## src/rtl/network_mul_share_arbiter.sv

```systemverilog
// -----------------------------------------------------------------------------
// network_mul_share_arbiter
//
// Purpose:
//    Shares one external pipelined signed multiplier among NUM_REQ requesters.
//    A round-robin arbiter issues at most one operand pair per cycle. A small
//    {valid, id} tracker runs alongside the multiplier pipe. The tracker tags
//    each product with the requester that issued it. Products come back on a
//    single result port that uses valid/ready handshaking. A result that is
//    held at the output stalls the whole pipe, the multiplier included.
//
// Ports:
//    clk        clock, rising edge
//    reset      asynchronous active-low reset (0 = in reset)
//    req_valid  per-requester operand valid
//    req_ready  per-requester grant (one-hot or zero), combinational
//    req_a      packed signed A operands, requester i = slice i
//    req_b      packed signed B operands, requester i = slice i
//    res_valid  result valid
//    res_ready  result consumer ready
//    res_data   signed product (straight from the multiplier)
//    res_id     index of the requester that issued res_data
//    busy       any operation in flight or result pending
//    mul_ce     clock enable to the multiplier
//    mul_din0   operand A to the multiplier
//    mul_din1   operand B to the multiplier
//    mul_dout   product from the multiplier
// -----------------------------------------------------------------------------
module network_mul_share_arbiter #(
   parameter int NUM_REQ     = 4,
   parameter int ID_WIDTH    = 2,
   parameter int A_WIDTH     = 16,
   parameter int B_WIDTH     = 12,
   parameter int P_WIDTH     = 28,
   parameter int MUL_LATENCY = 2
) (
   input  logic                         clk,
   input  logic                         reset,
   input  logic [NUM_REQ-1:0]           req_valid,
   output logic [NUM_REQ-1:0]           req_ready,
   input  logic [NUM_REQ*A_WIDTH-1:0]   req_a,
   input  logic [NUM_REQ*B_WIDTH-1:0]   req_b,
   output logic                         res_valid,
   input  logic                         res_ready,
   output logic [P_WIDTH-1:0]           res_data,
   output logic [ID_WIDTH-1:0]          res_id,
   output logic                         busy,
   output logic                         mul_ce,
   output logic [A_WIDTH-1:0]           mul_din0,
   output logic [B_WIDTH-1:0]           mul_din1,
   input  logic [P_WIDTH-1:0]           mul_dout
);

   logic                w_advance;
   logic                w_grant_any;
   logic [ID_WIDTH-1:0] w_grant_id;
   logic [ID_WIDTH-1:0] w_idx;
   logic [A_WIDTH-1:0]  w_sel_a;
   logic [B_WIDTH-1:0]  w_sel_b;

   logic [ID_WIDTH-1:0]    r_ptr;
   logic [MUL_LATENCY-1:0] r_vld;
   logic [ID_WIDTH-1:0]    r_id [MUL_LATENCY];
   logic [A_WIDTH-1:0]     r_last_a;
   logic [B_WIDTH-1:0]     r_last_b;

   // The pipe moves unless a valid result is sitting unaccepted at the output.
   // A bubble at the output therefore never blocks issue.
   assign w_advance = ~(r_vld[MUL_LATENCY-1] & ~res_ready);

   // Round-robin search starts at the index after the last grant.
   // NOTE: every signal driven in this block gets a default first. Without
   // the defaults, any path that skips an assignment would infer a latch.
   always_comb begin
      w_grant_any = 1'b0;
      w_grant_id  = '0;
      w_idx       = '0;
      for (int k = 1; k <= NUM_REQ; k++) begin
         w_idx = ID_WIDTH'((int'(r_ptr) + k) % NUM_REQ);
         if (!w_grant_any && req_valid[w_idx]) begin
            w_grant_any = 1'b1;
            w_grant_id  = w_idx;
         end
      end
      // Nothing is granted while stalled. Nothing is granted while reset is
      // asserted either, so req_ready reads zero during reset.
      if (!w_advance || !reset) w_grant_any = 1'b0;
   end

   always_comb begin
      req_ready = '0;
      if (w_grant_any) req_ready[w_grant_id] = 1'b1;
   end

   assign w_sel_a = req_a[int'(w_grant_id)*A_WIDTH +: A_WIDTH];
   assign w_sel_b = req_b[int'(w_grant_id)*B_WIDTH +: B_WIDTH];

   // The multiplier samples its inputs on the grant edge. The operands must
   // therefore reach it in the grant cycle. Between grants they hold the last
   // issued pair.
   assign mul_din0 = w_grant_any ? w_sel_a : r_last_a;
   assign mul_din1 = w_grant_any ? w_sel_b : r_last_b;
   assign mul_ce   = w_advance;

   // NOTE: operand holding registers are plain datapath and carry no reset.
   // Their content is meaningless until the first grant, and nothing
   // downstream reads them before that grant.
   always_ff @(posedge clk) begin
      if (w_grant_any) begin
         r_last_a <= w_sel_a;
         r_last_b <= w_sel_b;
      end
   end

   // NOTE: sequential state uses non-blocking assignments. Each stage then
   // reads the pre-edge value of its neighbour, and the shift behaves as a
   // real pipeline.
   always_ff @(posedge clk or negedge reset) begin
      if (!reset) begin
         r_ptr <= ID_WIDTH'(NUM_REQ - 1);
         r_vld <= '0;
         for (int i = 0; i < MUL_LATENCY; i++) r_id[i] <= '0;
      end else if (w_advance) begin
         r_vld[0] <= w_grant_any;
         r_id[0]  <= w_grant_id;
         for (int i = 1; i < MUL_LATENCY; i++) begin
            r_vld[i] <= r_vld[i-1];
            r_id[i]  <= r_id[i-1];
         end
         if (w_grant_any) r_ptr <= w_grant_id;
      end
   end

   assign res_valid = r_vld[MUL_LATENCY-1];
   assign res_id    = r_id[MUL_LATENCY-1];
   assign res_data  = mul_dout;
   assign busy      = |r_vld;

endmodule
```

## config.mk

```make
export PLATFORM = sky130hd
export DESIGN_NAME = network_mul_share_arbiter
export DESIGN_NICKNAME = d
export VERILOG_FILES = /design/src/rtl/network_mul_share_arbiter.sv
export SDC_FILE = /design/constraint.sdc
export NUM_CORES = 1
export LEC_CHECK = 0
export ABC_AREA = 1
export CAP_MARGIN = 30
export CORE_UTILIZATION = 32
export DETAILED_ROUTE_END_ITERATION = 8
export GPL_ROUTABILITY_DRIVEN = 0
export GPL_TIMING_DRIVEN = 0
export PLACE_DENSITY_LB_ADDON = 0.12
export RECOVER_POWER = 50
export SYNTH_ARGS = -nofsm -noshare
export SYNTH_HDL_FRONTEND = slang
export SYNTH_SLANG_ARGS = --single-unit
```

## constraint.sdc

```tcl
create_clock -name clk -period 2.45 [get_ports clk]
set_clock_uncertainty 0.15 [all_clocks]
set_input_delay 0.49 -clock clk [delete_from_list [all_inputs] [get_ports clk]]
set_output_delay 0.49 -clock clk [all_outputs]
set_load 0.05 [all_outputs]
```

## After elaboration in Yosys (flattened, before gate mapping)

Index checks and enable logic that the tools add are counted.

| word-level totals | value |
|---|---|
| flip-flop bits (word level) | 36 |
| latch bits | 0 |
| RAM bits | 0 |
| ROM bits | 0 |
| input bits | 147 |
| output and inout port bits | 65 |
| word-level logic and storage cells | 55 |
| memories | 0 |

| operators by class | value |
|---|---|
| add/subtract/negate cells | 4 |
| multiply operators | 1 |
| div/mod/pow operators | 0 |
| order comparisons | 6 |
| equality and inequality tests | 0 |
| shift-type cells | 2 |
| muxes and demuxes | 22 |
| bitwise logic cells | 3 |
| reductions and logical operators | 11 |

Operators by type and width:

| kind | count |
|---|---|
| $shiftx A64 B7 Y16 | 1 |
| $shiftx A48 B7 Y12 | 1 |
| $mux W16 | 1 |
| $lt A2 B3 Y1 const B | 5 |
| $mux W12 | 1 |
| $mux W1 | 10 |
| $bmux W1 S2 | 4 |
| $mux W2 | 4 |
| $add A2 B1 Y2 const B | 2 |
| $add A2 B2 Y2 const B | 2 |
| $logic_and A1 B1 Y1 | 4 |
| $logic_not A1 Y1 | 4 |
| $mul A2 B2 Y4 const B | 1 |
| $mux W4 | 1 |
| $demux W1 S2 | 1 |
| $ge A2 B1 Y1 const B | 1 |
| $not A1 Y1 | 2 |
| $reduce_and A2 Y1 | 1 |
| $reduce_or A2 Y1 | 1 |
| $and A1 B1 Y1 | 1 |
| $logic_or A1 B1 Y1 | 1 |

## Logic depth before layout (Yosys ltp)

Gate-level depths: netlist of run 1.

| logic depth | value |
|---|---|
| depth after elaboration | 18 |
| gate-level depth with buffers | 18 |
| gate-level depth less buffers | 15 |

## Worst setup path before layout of run 1

Ideal clock, no wire load.

| timing | value |
|---|---|
| path type | register to output |
| start | reg r_ptr[0] |
| end | out req_ready[0] |
| data arrival time | 2667 ps |
| data required time | 1810 ps |
| path slack | -857 ps |
| stages on the path, launching flop included | 14 |
| buffers on the path | 3 |
| cell sequence | dfstp_2 -> buf_4 -> inv_4 -> nand2_2 -> nand2_2 -> nand2_1 -> nand2_1 -> nor2_4 -> nand3_2 -> nand3_2 -> buf_6 -> buf_6 -> inv_2 -> nor3_1 |

| between the ends | value |
|---|---|
| word-level cells in the longest chain between the ends | 18 |
| elaborated cells on any way between the ends | 33 |

RTL lines:

| element | RTL line | source |
|---|---|---|
| start, declared | 61 | `logic [ID_WIDTH-1:0] r_ptr;` |
| start signal, assigned | 120 | `r_ptr <= ID_WIDTH'(NUM_REQ - 1);` |
| start signal, assigned | 130 | `if (w_grant_any) r_ptr <= w_grant_id;` |
| $add A2 B1 Y2 | 79 | `w_idx = ID_WIDTH'((int'(r_ptr) + k) % NUM_REQ);` |
| $bmux W1 S2 | 80 | `if (!w_grant_any && req_valid[w_idx]) begin` |
| $mux W1 (not written as such) | 80 |  |
| $mux W1 | 80 |  |
| $logic_not A1 Y1 | 80 |  |
| $logic_and A1 B1 Y1 | 80 |  |
| $mux W1 | 80 |  |
| $logic_not A1 Y1 | 80 |  |
| [... 2 more ...] | n/a |  |
| $logic_not A1 Y1 | 80 |  |
| $logic_and A1 B1 Y1 | 80 |  |
| $mux W2 | 80 |  |
| $lt A2 B3 Y1 (not written as such) / $ge A2 B1 Y1 (equally long branches) | 92 | `if (w_grant_any) req_ready[w_grant_id] = 1'b1;` |
| $logic_and A1 B1 Y1 (not written as such) | 92 |  |
| $mux W1 (not written as such) | 92 |  |
| $demux W1 S2 | 92 |  |
| $mux W4 (*) | 92 |  |
| end, declared | 40 | `output logic [NUM_REQ-1:0] req_ready,` |

Every way passes the cells marked *; elsewhere a longest branch is shown, timed or not. The select of a mux whose other input is x is not followed.

## Final worst setup path of run 1

| timing | value |
|---|---|
| start | in req_valid[1] |
| end | out mul_din0[14] |

| between the ends | value |
|---|---|
| word-level cells in the longest chain between the ends | 14 |
| elaborated cells on any way between the ends | 25 |

RTL lines:

| element | RTL line | source |
|---|---|---|
| start, declared | 39 | `input logic [NUM_REQ-1:0] req_valid,` |
| $bmux W1 S2 | 80 |  |
| $mux W1 (not written as such) | 80 |  |
| $mux W1 | 80 |  |
| $logic_not A1 Y1 | 80 |  |
| $logic_and A1 B1 Y1 | 80 |  |
| $mux W1 | 80 |  |
| $logic_not A1 Y1 | 80 |  |
| $logic_and A1 B1 Y1 | 80 |  |
| $mux W1 | 80 |  |
| $logic_not A1 Y1 | 80 |  |
| $logic_and A1 B1 Y1 | 80 |  |
| $mux W2 / $mux W1 (equally long branches) | 80 |  |
| $shiftx A64 B7 Y16 / $mux W1 (equally long branches) | 95, 87 |  |
| $mux W16 (*) | n/a |  |
| end, declared | 49 | `output logic [A_WIDTH-1:0] mul_din0,` |

Marked as above.

==> flow_summary.yaml, run 1 <==
yosys:
  ys_async_sr_fraction_pct: 22.22
  synthAdderAreaFrac_pct: 0
  synth_ff_type: "dfxtp_1"
  netlist.top_cell.by_area: "nand2_1"
  synth-edff-count: 0
  syn_nets: 672
  yosysMostFrequentCell: "nand2_1"
  synth_top_family_by_area: "simple AND/OR/NAND/NOR gates"
  synth-compound-area-share_pct: 1.898
  synth_cells: 525
  synthTopCellsByCount: "nand2_1 (317), nand4_1 (56), buf_4 (41)"
  synth_top_area_share_pct: 39.23
  synthXorXnorAreaFrac_pct: 0
  synth-simple-area-share_pct: 55.73
  netlist_area_sq_um: 3033
  synth.mux.area_fraction_pct: 0
  ys_seq_area_share_pct: 25.17
  yosys-top-cells-area: "nand2_1 (39%), dfxtp_1 (18%), nand4_1 (12%), buf_4 (10%), dfrtp_1 (5.0%)"
  ys_types: 24
  synth-seq-cells: 36
  yosys_warnings: 0
  synth.avg_cell_area_sq_um: 5.777
clock_tree:
  cts_htree_levels: 2
  clock_latency_ns: 0.29
  numClockSinks: 36
  path_clk_slew_ns: 0.07
  cts_tree: "done"
  cts-buffers-inserted: 5
  holdBufCountCts: 0
  cts_root_buf: "clkbuf_8"
  cts_buffer_depth: 2
setup_path:
  crit_fanout: 10
  r2r-end: "r_last_a[14]"
  critPathLaunch: "req_valid[1]"
  crit_end: "mul_din0[14]"
  cp.required_ns: 1.81
  path_cells: "clkdlybuf4s50_1 -> nand2_2 -> nand2_2 -> nand2_2 -> nand2_2 -> nand2_2 -> nand2_1 -> nand2_2 -> nand3_4 -> buf_8 -> buf_8 -> nand2_1 -> nand2_1 -> nand2_1 -> nand2_1 -> nand2_2 -> nand2_4 -> buf_8"
  timing.rr.start: "r_ptr[0]"
  cp_slowest_stage_delay_ns: 0.53
  crit_path_frequent_cell: "nand2_2"
  rr_worst_depth: 18
  cp_slowest_cell: "clkdlybuf4s50_1"
  worstPathArrival_ns: 2.51
  cp-start-kind: "input pin"
  crit_type: "input pin to primary output"
  r2r_setup_slack_ns: 0.14
  end_kind: "primary output"
floorplan:
  rows: 35
  fp.dieW_um: 99.36
  core_sq_um: 9196
  start_util_pct: 32.98
  die_h_um: 99.36
  dieArea_sq_um: 9871
  ios: 212
timing:
  worst_slew_pin_slew_ns: 0.5040
  setup_ws_ns: -0.6982
  fmax_mhz: 317.6
  maxSlewViolCount: 0
  setup_viol: 33
  finalCritPeriodShare_pct: 128.5
  layout_min_cycle_time_ns: 3.148
  fin_hold_ws_ns: 0.3297
  rsz0062_at_grt: "true"
  relSlewSlack_pct: 66.29
  hold_viol: 0
layout:
  syn2layout_area_growth_pct: 100.4
  drive_gt1_share_pct: 31.98
  layout.nets: 884
  nFillCells: 824
  finalNonFillerCells: 849
  diodes: 0
  design_area_sq_um: 6077
route:
  top_layer: "met4"
  route.met3.wl_um: 904
  via_per_inst: 4.855
  routed_wl_um: 12000
  drtIter0Drc: 145
  drc: 0
  met1_length_um: 4904
  met2RoutedLength_um: 5971
  routedWlPerCell_um: 14.13
  drtAntennaViolNets: 0
  vias: 4122
  firstDrtPassIters: 4
outcome:
  status: "complete, but fails checks"
  violations: "setup timing"
min_path:
  min_from: "r_vld[0]"
  hold_class: "register to register"
place:
  dpl_cell_area_sq_um: 5334
  port_buffers: 183
  hpwl_um: 8652
  preCtsSetupSlack_ns: -1.511
  place_inst: 819
grt:
  grt_usage_pct: 23.56
  overflow: 0
  first_global_vias: 3973
  antenna_found_initial: 0
  grt_start_max_net_pins: 12
  grt_pass1_wl_um: 18610
job:
  cap_viol_max_count: 0
worst min-delay path by stage:
stage                    to  cells after the start
6_report           r_vld[1]                      2
5_1_grt        r_last_b[11]                      2
4_1_cts         r_last_b[1]                      2
3_5_place_dp   r_last_b[11]                      2
3_3_place_gp       r_vld[1]                      2
2_1_floorplan       r_id[2]                      0
layout by cell type, fill, tap and decap left out, types with 3 or more instances in the layout:
master	instances
buf_12	3
buf_2	4
buf_4	53
buf_6	18
buf_8	40
clkbuf_8	6
clkdlybuf4s50_1	119
dfrtp_1	6
dfxtp_1	28
dlygate4sd3_1	29
inv_1	7
inv_2	3
nand2_1	238
nand2_2	54
nand2_4	33
nand3_1	5
nand4_1	56
nor2_1	3
nor2_4	4
o21ai_0	3
o21ai_1	3
per-layer routing:
layer / up-vias / track usage (%)
met5: - / 0
met4: 0 / 7.805
met3: 22 / 4.076
met2: 184 / 43.06
met1: 1856 / 27.77
li1: 2060 / -
kinds of logic after synthesis:
logic type | Yosys count
and+or+nand+nor | 398
buffers and inverters | 81
AOI/OAI and AO/OA | 10
DFF | 36
state kept, by name, indices dropped and copies added, names as in the netlist:
signal and flops:
r_vld 2, r_ptr 2, r_id 2, res_id 2, r_last_a 16, r_last_b 12
layout make-up:
cell class / count / area [sq um] / share of cell area (%)
Tap cell: 111 / 138.9 / 2.285
Clock buffer: 6 / 82.58 / 1.359
Sequential cell: 36 / 763.2 / 12.56
Multi-Input combinational cell: 408 / 2167 / 35.66
Inverter: 13 / 66.31 / 1.091
Clock inverter: 2 / 10.01 / 0.1647
Timing Repair Buffer: 205 / 2190 / 36.03
Buffer: 68 / 659.4 / 10.85
per-stage QoR:
step                      utilization [%]  TNS (ns)
after floorplan                         -    -3.105
after global placement              58.00    -49.86
after detailed placement            58.00    -52.03
after CTS                           64.26    -20.10
after global routing                66.08    -25.18
final                               66.08    -20.97
critical path, delay by kind of cell:
family	cells	cell delay, ns
buf+inv	4	0.95
simple gates	14	1.05
timing repair:
item / 4_1_cts / 5_1_grt
setup endpoints to repair: 33 / 35
gates resized for setup: 318 / 39
pin swaps: 12 / 10
cloned: 0 / 2
buffers inserted: 18 / 2
Power of run 1 is left out: the tool's default activity adds up to more than one toggle a clock period on the data nets, which glitch-free logic cannot reach.
==> run 2: changes to the inputs <==
Settings changed: HOLD_SLACK_MARGIN set to 0.06.
==> results of run 2 <==
The final DEF is identical to that of run 1; final timing and power are the same.
Power of run 2 is left out for the same reason.
